<file path="src/rtl/rf_wr_arbiter.sv">
// rf_wr_arbiter: two-requester write arbiter for a small register file with a
// built-in zeroing sweep. Ties alternate between A and B. A sweep writes zero to
// every register in ascending address order. Requesters are locked out while
// the sweep runs.
//
// Handshake: a requester holds valid, waddr and wdata stable until it sees
// ready. A transfer happens at a rising edge where valid && ready. Ready is
// combinational from valid, the FSM state and last_grant. Requests that are not
// accepted are never buffered here.
module rf_wr_arbiter #(
    parameter int DW = 8,
    parameter int AW = 3
) (
    input  logic          clk,
    input  logic          areset_n,
    input  logic          clr_req,
    output logic          clr_busy,
    input  logic          a_valid,
    output logic          a_ready,
    input  logic [AW-1:0] a_waddr,
    input  logic [DW-1:0] a_wdata,
    input  logic          b_valid,
    output logic          b_ready,
    input  logic [AW-1:0] b_waddr,
    input  logic [DW-1:0] b_wdata,
    output logic          rf_we,
    output logic [AW-1:0] rf_waddr,
    output logic [DW-1:0] rf_wdata,
    output logic          last_grant,
    output logic [0:0]    o_dbg_state
);

    localparam logic [0:0]    ST_IDLE  = 1'b0;
    localparam logic [0:0]    ST_CLEAR = 1'b1;
    localparam logic [AW-1:0] CNT_LAST = {AW{1'b1}};

    logic [0:0]    r_state;
    logic [AW-1:0] r_cnt;
    logic          r_started;
    logic          r_rf_we;
    logic [AW-1:0] r_rf_waddr;
    logic [DW-1:0] r_rf_wdata;
    logic          r_last_grant;

    logic w_idle;
    logic w_arb_en;
    logic w_clr_start;
    logic w_gnt_a;
    logic w_gnt_b;

    // Nothing is sampled and no ready rises before the first edge after reset
    // release. r_started marks that this edge has occurred.
    always_ff @(posedge clk or negedge areset_n) begin
        if (!areset_n) begin
            r_started <= 1'b0;
        end else begin
            r_started <= 1'b1;
        end
    end

    assign w_idle      = r_started && (r_state == ST_IDLE);
    assign w_clr_start = w_idle && clr_req;
    assign w_arb_en    = w_idle && !clr_req;

    // On a tie, grant the requester that was not granted last time.
    assign w_gnt_a = w_arb_en && a_valid && (!b_valid || r_last_grant);
    assign w_gnt_b = w_arb_en && b_valid && (!a_valid || !r_last_grant);

    // FSM and sweep counter. The counter wraps to zero on the final sweep edge,
    // which is the same edge that returns the FSM to IDLE.
    always_ff @(posedge clk or negedge areset_n) begin
        if (!areset_n) begin
            r_state <= ST_IDLE;
            r_cnt   <= '0;
        end else begin
            case (r_state)
                ST_IDLE: begin
                    if (w_clr_start) begin
                        r_state <= ST_CLEAR;
                        r_cnt   <= '0;
                    end
                end
                ST_CLEAR: begin
                    r_cnt <= r_cnt + 1'b1;
                    if (r_cnt == CNT_LAST) begin
                        r_state <= ST_IDLE;
                    end
                end
                default: begin
                    r_state <= ST_IDLE;
                    r_cnt   <= '0;
                end
            endcase
        end
    end

    // Registered write port and last_grant. The write enable pulses for one
    // cycle per transfer or sweep step. Address and data hold their values
    // otherwise.
    always_ff @(posedge clk or negedge areset_n) begin
        if (!areset_n) begin
            r_rf_we      <= 1'b0;
            r_rf_waddr   <= '0;
            r_rf_wdata   <= '0;
            r_last_grant <= 1'b1;
        end else begin
            r_rf_we <= 1'b0;
            if (r_state == ST_CLEAR) begin
                r_rf_we    <= 1'b1;
                r_rf_waddr <= r_cnt;
                r_rf_wdata <= '0;
            end else if (w_gnt_a) begin
                r_rf_we      <= 1'b1;
                r_rf_waddr   <= a_waddr;
                r_rf_wdata   <= a_wdata;
                r_last_grant <= 1'b0;
            end else if (w_gnt_b) begin
                r_rf_we      <= 1'b1;
                r_rf_waddr   <= b_waddr;
                r_rf_wdata   <= b_wdata;
                r_last_grant <= 1'b1;
            end
        end
    end

    assign a_ready     = w_gnt_a;
    assign b_ready     = w_gnt_b;
    assign clr_busy    = (r_state == ST_CLEAR);
    assign rf_we       = r_rf_we;
    assign rf_waddr    = r_rf_waddr;
    assign rf_wdata    = r_rf_wdata;
    assign last_grant  = r_last_grant;
    assign o_dbg_state = r_state;

endmodule

</file>
<file path="config.mk">
export PLATFORM = sky130hd
export DESIGN_NAME = rf_wr_arbiter
export DESIGN_NICKNAME = d
export VERILOG_FILES = /design/src/rtl/rf_wr_arbiter.sv
export SDC_FILE = /design/constraint.sdc
export NUM_CORES = 1
export LEC_CHECK = 0
export CORE_ASPECT_RATIO = 0.7
export CORE_MARGIN = 5
export CORE_UTILIZATION = 36
export CTS_CLUSTER_SIZE = 30
export DETAILED_ROUTE_END_ITERATION = 7
export GPL_TIMING_DRIVEN = 0
export PLACE_DENSITY = 0.82
export SLEW_MARGIN = 20
export SYNTH_ARGS = -nofsm -noshare
export SYNTH_HDL_FRONTEND = slang
export SYNTH_SLANG_ARGS = --single-unit
</file>
<file path="constraint.sdc">
create_clock -name clk -period 1.3 [get_ports clk]
set_clock_uncertainty 0.15 [all_clocks]
set_input_delay 0.195 -clock clk [delete_from_list [all_inputs] [get_ports clk]]
set_output_delay 0.195 -clock clk [all_outputs]
set_load 0.005 [all_outputs]
</file>
==> Yosys cells after proc, flatten, opt, wreduce, memory -nomap -nowiden <==
Index checks and enable logic that the tools add are counted.
{ "word_totals": {"output_inout_bits": 17, "register_bits": 18, "wordCells": 43, "in_bits": 27} }
{ "classes": {"muxes": 16, "add_sub_neg": 1, "bitwise_logic": 1, "n_reduce_logical": 16, "n_eq_ne": 2} }
{ "ops": {"columns": ["op", "count"], "rows": [
  ["8-bit 2-to-1 mux", 3],
  ["3-bit 2-to-1 mux", 4],
  ["1-bit logical AND", 7],
  ["1-bit 2-to-1 mux", 7],
  ["3-bit one-hot mux with 2 select lines", 1],
  ["1-bit logical NOT", 4],
  ["3-bit by 1-bit adder with 3-bit output (second input constant)", 1],
  ["3-bit == test (second input constant)", 1],
  ["3-bit nonzero test", 1],
  ["1-bit logical OR", 2],
  ["2-bit != test (second input constant)", 1],
  ["1-bit one-hot mux with 2 select lines", 1],
  ["2-bit AND reduction", 1],
  ["2-bit nonzero test", 1],
  ["1-bit NOT", 1]
]} }

==> Logic depth before layout (Yosys ltp) <==
Gate-level depths: netlist (run 1).
{ "depth": {"ltp_word": 8, "depth_mapped": 5, "depth_no_buf": 4} }

==> Least setup slack after synthesis (run 1) <==
No wires, ideal clock.
{ "synth_path": {"kind": "register to register", "start": "reg r_state (netlist: clr_busy)", "end": "reg r_rf_waddr[1] (netlist: rf_waddr[1])", "setup_time_ns": 0.142, "synth_period_minus_slack_ns": 1.429, "required_ns": 1.008, "t_arrival_ns": 1.137, "stages_incl_launch_ff": 6, "slack_ns": -0.129, "path_cell_list": "dfrtp_1 -> nor3b_4 -> o21ai_1 -> buf_6 -> nand2_1 -> o221ai_1"} }
{ "synth_via": {"elab_chain_cells": 7, "word_cells_on_any_way": 10, "cone_classes": "2 x mux; 1 x bitwise; 7 x reduce/logical"} }
{ "synth_rtl": {"columns": ["item", "line_no", "source"], "rows": [
  ["start, declared", "37", "logic [0:0] r_state;"],
  ["start signal, assigned", "73", "r_state <= ST_IDLE;"],
  ["start signal, assigned", "79", "r_state <= ST_CLEAR;"],
  ["start signal, assigned", "86", "r_state <= ST_IDLE;"],
  ["1-bit NOT (no source line)", null, null],
  ["1-bit logical AND", "61", "assign w_idle = r_started && (r_state == ST_IDLE);"],
  ["1-bit logical AND", "63", "assign w_arb_en = w_idle && !clr_req;"],
  ["1-bit logical AND (2 in a row)", "66", "assign w_gnt_a = w_arb_en && a_valid && (!b_valid || r_last_grant);"],
  ["3-bit 2-to-1 mux", "112", "end else if (w_gnt_a) begin"],
  ["3-bit 2-to-1 mux", "108", "if (r_state == ST_CLEAR) begin"],
  ["end signal, assigned", "110", "r_rf_waddr <= r_cnt;"],
  ["end signal, assigned", "114", "r_rf_waddr <= a_waddr;"],
  ["end signal, assigned", "119", "r_rf_waddr <= b_waddr;"],
  ["end, declared", "41", "logic [AW-1:0] r_rf_waddr;"]
]} }
Several ways; a longest one is shown, not always the timed one.
A chain may end at the register's enable or synchronous reset.

==> Worst setup path after layout (run 1) <==
{ "layout_path": {"start": "reg r_last_grant (netlist: last_grant)", "end": "out b_ready"} }
{ "layout_via": {"elab_chain_cells": 3} }
{ "layout_rtl": {"columns": ["item", "line_no", "source"], "rows": [
  ["start, declared", "43", "logic r_last_grant;"],
  ["start signal, assigned", "105", "r_last_grant <= 1'b1;"],
  ["start signal, assigned", "116", "r_last_grant <= 1'b0;"],
  ["start signal, assigned", "121", "r_last_grant <= 1'b1;"],
  ["1-bit logical NOT", "67", "assign w_gnt_b = w_arb_en && b_valid && (!a_valid || !r_last_grant);"],
  ["1-bit logical OR", "67", null],
  ["1-bit logical AND", "67", null],
  ["end, declared", "23", "output logic b_ready,"]
]} }
Every way passes these cells.

==> results of run 1 <==
## cells by family (layout without fill, tap and decap cells)
family | Yosys count | count (layout) | share of synthesized area [%]
simple gates | 28 | 28 | 18.2
compound gates | 19 | 19 | 12.9
flops | 18 | 18 | 48.9
mux | 11 | 11 | 11.9
buf+inv | 7 | 70 | 5.01
fa+ha+maj | 2 | 2 | 2.71
other cells | 1 | 1 | 0.406
## cell type report
| cell class | count | area, sq um | area share (%) |
|---|---|---|---|
| Buffer | 6 | 77.6 | 4.63 |
| Clock buffer | 4 | 55.1 | 3.29 |
| Inverter | 1 | 3.75 | 0.224 |
| Multi-Input combinational cell | 61 | 462 | 27.6 |
| Sequential cell | 18 | 453 | 27.1 |
| Tap cell | 34 | 42.5 | 2.54 |
| Timing Repair Buffer | 59 | 581 | 34.7 |
## metal layers
metal,vias to the layer above,routed length (um),GRT usage (%)
met3,5,162,4.98
li1,434,-,-
met4,0,42,4.69
met2,26,1490,28.6
met5,-,0,0
met1,410,1250,18.1
## registers in the layout, summed over array words and instances, names as in the netlist
register,flops
rf_wdata,8
r_cnt,3
rf_waddr,3
clr_busy,1
last_grant,1
r_started,1
rf_we,1
## through the flow
| stage | instance area, sq um | worst slack, ns | cells |
|---|---|---|---|
| 2_1_floorplan | 931 | -0.0555 | 86 |
| 3_3_place_gp | 1400 | -0.792 | 163 |
| 3_5_place_dp | 1400 | -0.803 | 163 |
| 4_1_cts | 1620 | -0.311 | 181 |
| 5_1_grt | 1670 | -0.364 | 183 |
| 6_report | 1670 | -0.330 | 183 |
## cells in the final DEF, fill, tap and decap left out, types with 2 or more instances in the layout
cell type,instances
clkdlybuf4s50_1,23
buf_2,2
a21oi_1,2
o21ai_1,10
nand2_1,11
buf_4,8
buf_8,3
dfrtp_1,16
ha_1,2
nand2b_1,2
clkbuf_8,6
buf_6,11
nand3b_1,9
mux2i_1,11
o221ai_1,2
dlygate4sd2_1,13
## path summary, 6_finish.rpt
path / startpoint / to / cells past startpoint
hold reg to reg: rf_wdata[6] / rf_wdata[6] / 2
max in group asynchronous: areset_n / clr_busy / 1
setup reg to reg: clr_busy / rf_waddr[2] / 6
min in group clk: b_valid / last_grant / 3
setup / recovery: last_grant / b_ready / 4
hold / removal: areset_n / rf_waddr[0] / 1
## power groups by stage
stage          Clock [mW]  Sequential (mW)  Combinational, mW
2_1_floorplan           0            0.871              0.489
3_3_place_gp            0            0.875              0.917
3_5_place_dp            0            0.887              0.951
4_1_cts             0.475            0.848               1.30
5_1_grt             0.514            0.867               1.61
6_report            0.472            0.851               1.48
## timing repair
item / CTS / global route
endpoints found under the setup margin: 29 / 24
resized for setup: 60 / 9
buffers inserted: 11 / 5
hold endpoints to repair: 0 / 17
pin swaps: 3 / 3
cloned: 3 / 1
==> results.py, run 1 <==
metrics = {
    "setup_path": {
        "critPathKind": "flip-flop to output port",
        "crit_top_cell": "buf_6",
        "slowest_delay_ns": 0.57,
        "arrival_ns": 1.29,
        "critPathTopFamily": "flip-flops",
        "path_max_fanout": 2,
        "start_kind": "flip-flop",
        "r2r_slack_ns": -0.22,
        "cp.buffers_inverters": 2,
        "cp_cell_sequence": "buf_6 -> nand2_4 -> and3_4 -> buf_6",
        "crit_slowest_cell": "dfstp_2",
        "required_ns": 0.95,
        "end_kind": "output port",
    },
    "clock_network": {
        "cts_buffers": 3,
        "htree_num_levels": 1,
        "cts_num_sinks": 18,
        "cts.clk_slew.worst_paths_ns": 0.07,
        "clk_path_buf_depth": 2,
        "cts-root-buf": "clkbuf_8",
        "cts_tree": "yes",
        "cts_hold_buf": 0,
        "clock_latency_ns": 0.26,
    },
    "final_layout": {
        "n_antenna_cell": 0,
        "layout-drive-gt1-share_pct": 27.5,
        "fill_cells": 195,
        "finish.utilization_pct": 68.1,
        "area_growth_pct": 81.3,
        "layout.nets": 179,
    },
    "die": {
        "die_w_um": 70.5,
        "initial_core_util_pct": 37.6,
        "die_area_sq_um": 3690,
        "die_h_um": 52.4,
        "coreArea_sq_um": 2460,
        "row_count": 15,
        "ioPinCount": 44,
    },
    "yosys": {
        "synthTopCellsByArea": "dfrtp_1, mux2i_1, nand3b_1, o21ai_1, nand2_1",
        "synth_commonest_cells": "dfrtp_1, nand2_1, mux2i_1",
        "syn_nets": 115,
        "ys.flop_type": "dfrtp_1",
        "netlist_instances": 86,
        "synth-seq-cells": 18,
        "synth-edff-count": 0,
        "syn_area_per_cell_sq_um": 10.7,
        "synth_top_cell_by_area": "dfrtp_1",
        "synth_most_common_cell": "dfrtp_1",
        "ys_warn_count": 0,
        "synthDistinctLibCells": 26,
        "async_reset_ff_share_pct": 100,
        "ys_seq_area_share_pct": 48.9,
        "netlist_area_sq_um": 923,
        "synth_top_area_share_pct": 46.1,
    },
    "place": {
        "port_buffers": 43,
        "gp_congestion": 0.733,
        "hpwl_um": 1800,
    },
    "status": {
        "outcome": "finished, violations left",
        "failed_checks": "hold timing, setup timing",
    },
    "drt": {
        "num_vias": 875,
        "drt_iter0_drc": 18,
        "firstDrtPassIters": 4,
        "wl_per_cell_um": 16.1,
        "vias_per_cell": 4.78,
        "routed_wl_um": 2950,
        "ant_nets": 0,
        "drc": 0,
    },
    "power": {
        "p_int_mw": 1.90,
        "peakVddDrop_v": 0.000907,
        "p_leak_nw": 0.825,
        "power.switching_uw": 900,
        "power_mw": 2.80,
        "p_comb_share_pct": 52.8,
        "p_seq_share_pct": 30.3,
        "power_density_nw_per_um2": 1680,
        "switching_share_pct": 32.1,
        "p_clk_share_pct": 16.8,
    },
    "timing": {
        "fmax_mhz": 613,
        "setup_viol": 15,
        "tightest_slew_ns": 0.855,
        "hold_violations": 17,
        "drv_slew": 0,
        "rsz0062_at_grt": "yes",
        "period_share_pct": 125,
        "period_needed_ns": 1.63,
        "finalSetupTns_ns": -3.28,
        "hold-worst-slack_ns": -0.120,
        "timing.final.ws_setup_ns": -0.330,
        "relSlewSlack_pct": 42.9,
    },
    "global_routing": {
        "grt_max_degree": 19,
        "antenna_found_initial": 0,
        "grt_pass1_vias": 913,
        "grt_overflow_total": 0,
        "grt_pass1_wl_um": 4440,
        "track_usage_pct": 15.8,
    },
    "min_path": {
        "hp-class": "input port to asynchronous set/reset pin",
    },
    "job": {
        "cap_violations": 0,
    },
}
Power figures use the tool's default switching activity.
==> run 2: changes to the inputs <==
--- a/constraint.sdc
+++ b/constraint.sdc
@@ -4,2 +4,2 @@
 set_output_delay 0.195 -clock clk [all_outputs]
-set_load 0.005 [all_outputs]
+set_load 0.1 [all_outputs]
==> run 2 against run 1 <==
First-iteration DRC count up 120%; largest power group unchanged; die area is the same; the run still ends with hold timing, setup timing left; maximum frequency is 7.3% lower; register-to-register slack lost 0.13 ns; critical path depth is the same; utilization rose by 2.7 points; setup slack got worse by 0.13 ns; non-clock buffer count down 2.
==> results.py, run 2 (synthesized netlist as in run 1, its figures left out) <==
metrics = {
    "timing": {
        "setup_viol": 18,
        "relSlewSlack_pct": 46.1,
        "period_share_pct": 135,
        "tightest_slew_ns": 0.808,
        "rsz0062_at_grt": "yes",
        "timing.final.ws_setup_ns": -0.459,
        "hold-worst-slack_ns": -0.134,
        "hold_violations": 17,
        "drv_slew": 0,
        "period_needed_ns": 1.76,
        "fmax_mhz": 569,
    },
    "place": {
        "gp_congestion": 0.722,
        "pre_cts_slack_ns": -1.43,
        "hpwl_um": 1830,
        "port_buffers": 43,
        "dpl.cell_count": 163,
    },
    "die": {
        "coreArea_sq_um": 2460,
        "initial_core_util_pct": 37.6,
        "row_count": 15,
        "ioPinCount": 44,
        "die_h_um": 52.4,
        "die_area_sq_um": 3690,
        "die_w_um": 70.5,
    },
    "global_routing": {
        "grt_overflow_total": 0,
        "track_usage_pct": 15.3,
        "grt_pass1_wl_um": 4330,
        "grt_pass1_vias": 932,
        "antenna_found_initial": 0,
        "grt_max_degree": 19,
    },
    "final_layout": {
        "layout-drive-gt1-share_pct": 39.5,
        "largest_register_ffs": 8,
        "n_antenna_cell": 0,
        "final_cells": 181,
        "area_growth_pct": 88.6,
        "final_cell_mix": "clkdlybuf4s50_1, buf_4, dfrtp_1",
        "fill_cells": 169,
        "layout.nets": 177,
        "seq_area_sq_um": 459,
        "finish.utilization_pct": 70.8,
        "final_common_cell": "clkdlybuf4s50_1",
        "multi_input_area_sq_um": 510,
    },
    "clock_network": {
        "htree_num_levels": 1,
        "cts_tree": "yes",
        "cts_hold_buf": 0,
        "cts-root-buf": "clkbuf_8",
        "cts.clk_slew.worst_paths_ns": 0.07,
        "cts_num_sinks": 18,
        "clock_latency_ns": 0.25,
        "clk_path_buf_depth": 2,
        "cts_buffers": 3,
    },
    "power": {
        "power_density_nw_per_um2": 2220,
        "peakVddDrop_v": 0.00110,
        "power_mw": 3.87,
        "p_leak_nw": 0.807,
    },
    "drt": {
        "ant_nets": 0,
        "firstDrtPassIters": 4,
        "routed_wl_um": 2910,
        "drc": 0,
        "drt_iter0_drc": 39,
        "num_vias": 875,
        "wl_per_cell_um": 16.1,
        "vias_per_cell": 4.83,
    },
    "setup_path": {
        "end_kind": "output port",
        "critPathKind": "flip-flop to output port",
        "path_max_fanout": 4,
        "arrival_ns": 1.41,
        "rr_startpoint": "last_grant",
        "start_kind": "flip-flop",
        "critPathLaunch": "last_grant",
        "required_ns": 0.95,
    },
    "status": {
        "outcome": "finished, violations left",
        "failed_checks": "hold timing, setup timing",
    },
    "min_path": {
        "hp-class": "input port to asynchronous set/reset pin",
    },
    "job": {
        "cap_violations": 0,
    },
}
[run 2: changes by cell type in the layout (fill, tap and decap cells not counted), sizes merged]
cell / change
dlymetal6s2s: +1
dlygate4sd2: -12
clkbuf: -3
buf: +13
clkdlybuf4s15: -1
[run 2: layout make-up]
type / instances / area share, %
clock buffers: 4 / 3.16
inverters: 1 / 0.216
well taps: 34 / 2.44
plain buffers: 5 / 3.23
repair buffers: 58 / 35.3
flip-flops and latches: 18 / 26.4
multi-input cells: 61 / 29.3
[run 2: power breakdown]
part	leakage, nW	total [mW]	internal (mW)	switching [mW]
combinational	0.552	2.51	0.997	1.51
sequential	0.226	0.909	0.755	0.154
clock	0.0288	0.455	0.269	0.186
total	0.807	3.87	2.02	1.85
[run 2: critical path, cell delays in order, from the launching register on]
cell	delay, ns
dfstp_4	0.65
o21ai_4	0.07
buf_8	0.14
nor2b_4	0.12
buf_12	0.18
[run 2: through the flow]
step,cell area [sq um],TNS (ns)
after global placement,1440,-18.54
after CTS,1660,-5.01
final,1740,-5.26
after global routing,1740,-6.13
after floorplan,967,-4.49
after detailed placement,1440,-19.46
[run 2: what timing repair did]
item                                    4_1_cts  5_1_grt
resized for setup                           133       21
endpoints found under the setup margin       29       21
buffers inserted                             11        4
hold endpoints to repair                      0       17
pin swaps                                     7        4
cloned                                        2        0
[run 2: layer usage]
| metal | track usage (%) | wire (um) | vias to the layer above |
|---|---|---|---|
| li1 | - | - | 429 |
| met4 | 4.06 | 23 | 0 |
| met1 | 17.6 | 1160 | 419 |
| met3 | 5.56 | 152 | 2 |
| met2 | 27.5 | 1570 | 25 |
| met5 | 0 | 0 | - |
[run 2: path summary, 6_finish.rpt]
path	end	depth (start not counted)	slack, ns
max reg2reg	rf_wdata[3]	6	-0.35
min in group clk	last_grant	2	0.22
min reg2reg	rf_wdata[5]	2	0.37
max in group asynchronous	clr_busy	1	0.54
min	rf_wdata[3]	1	-0.13
max	a_ready	4	-0.46
==> run 3: changes to the inputs <==
Settings changed: CTS_CLUSTER_DIAMETER set to 40.
==> results of run 3 <==
The final DEF is identical to that of run 2; final timing and power are the same.
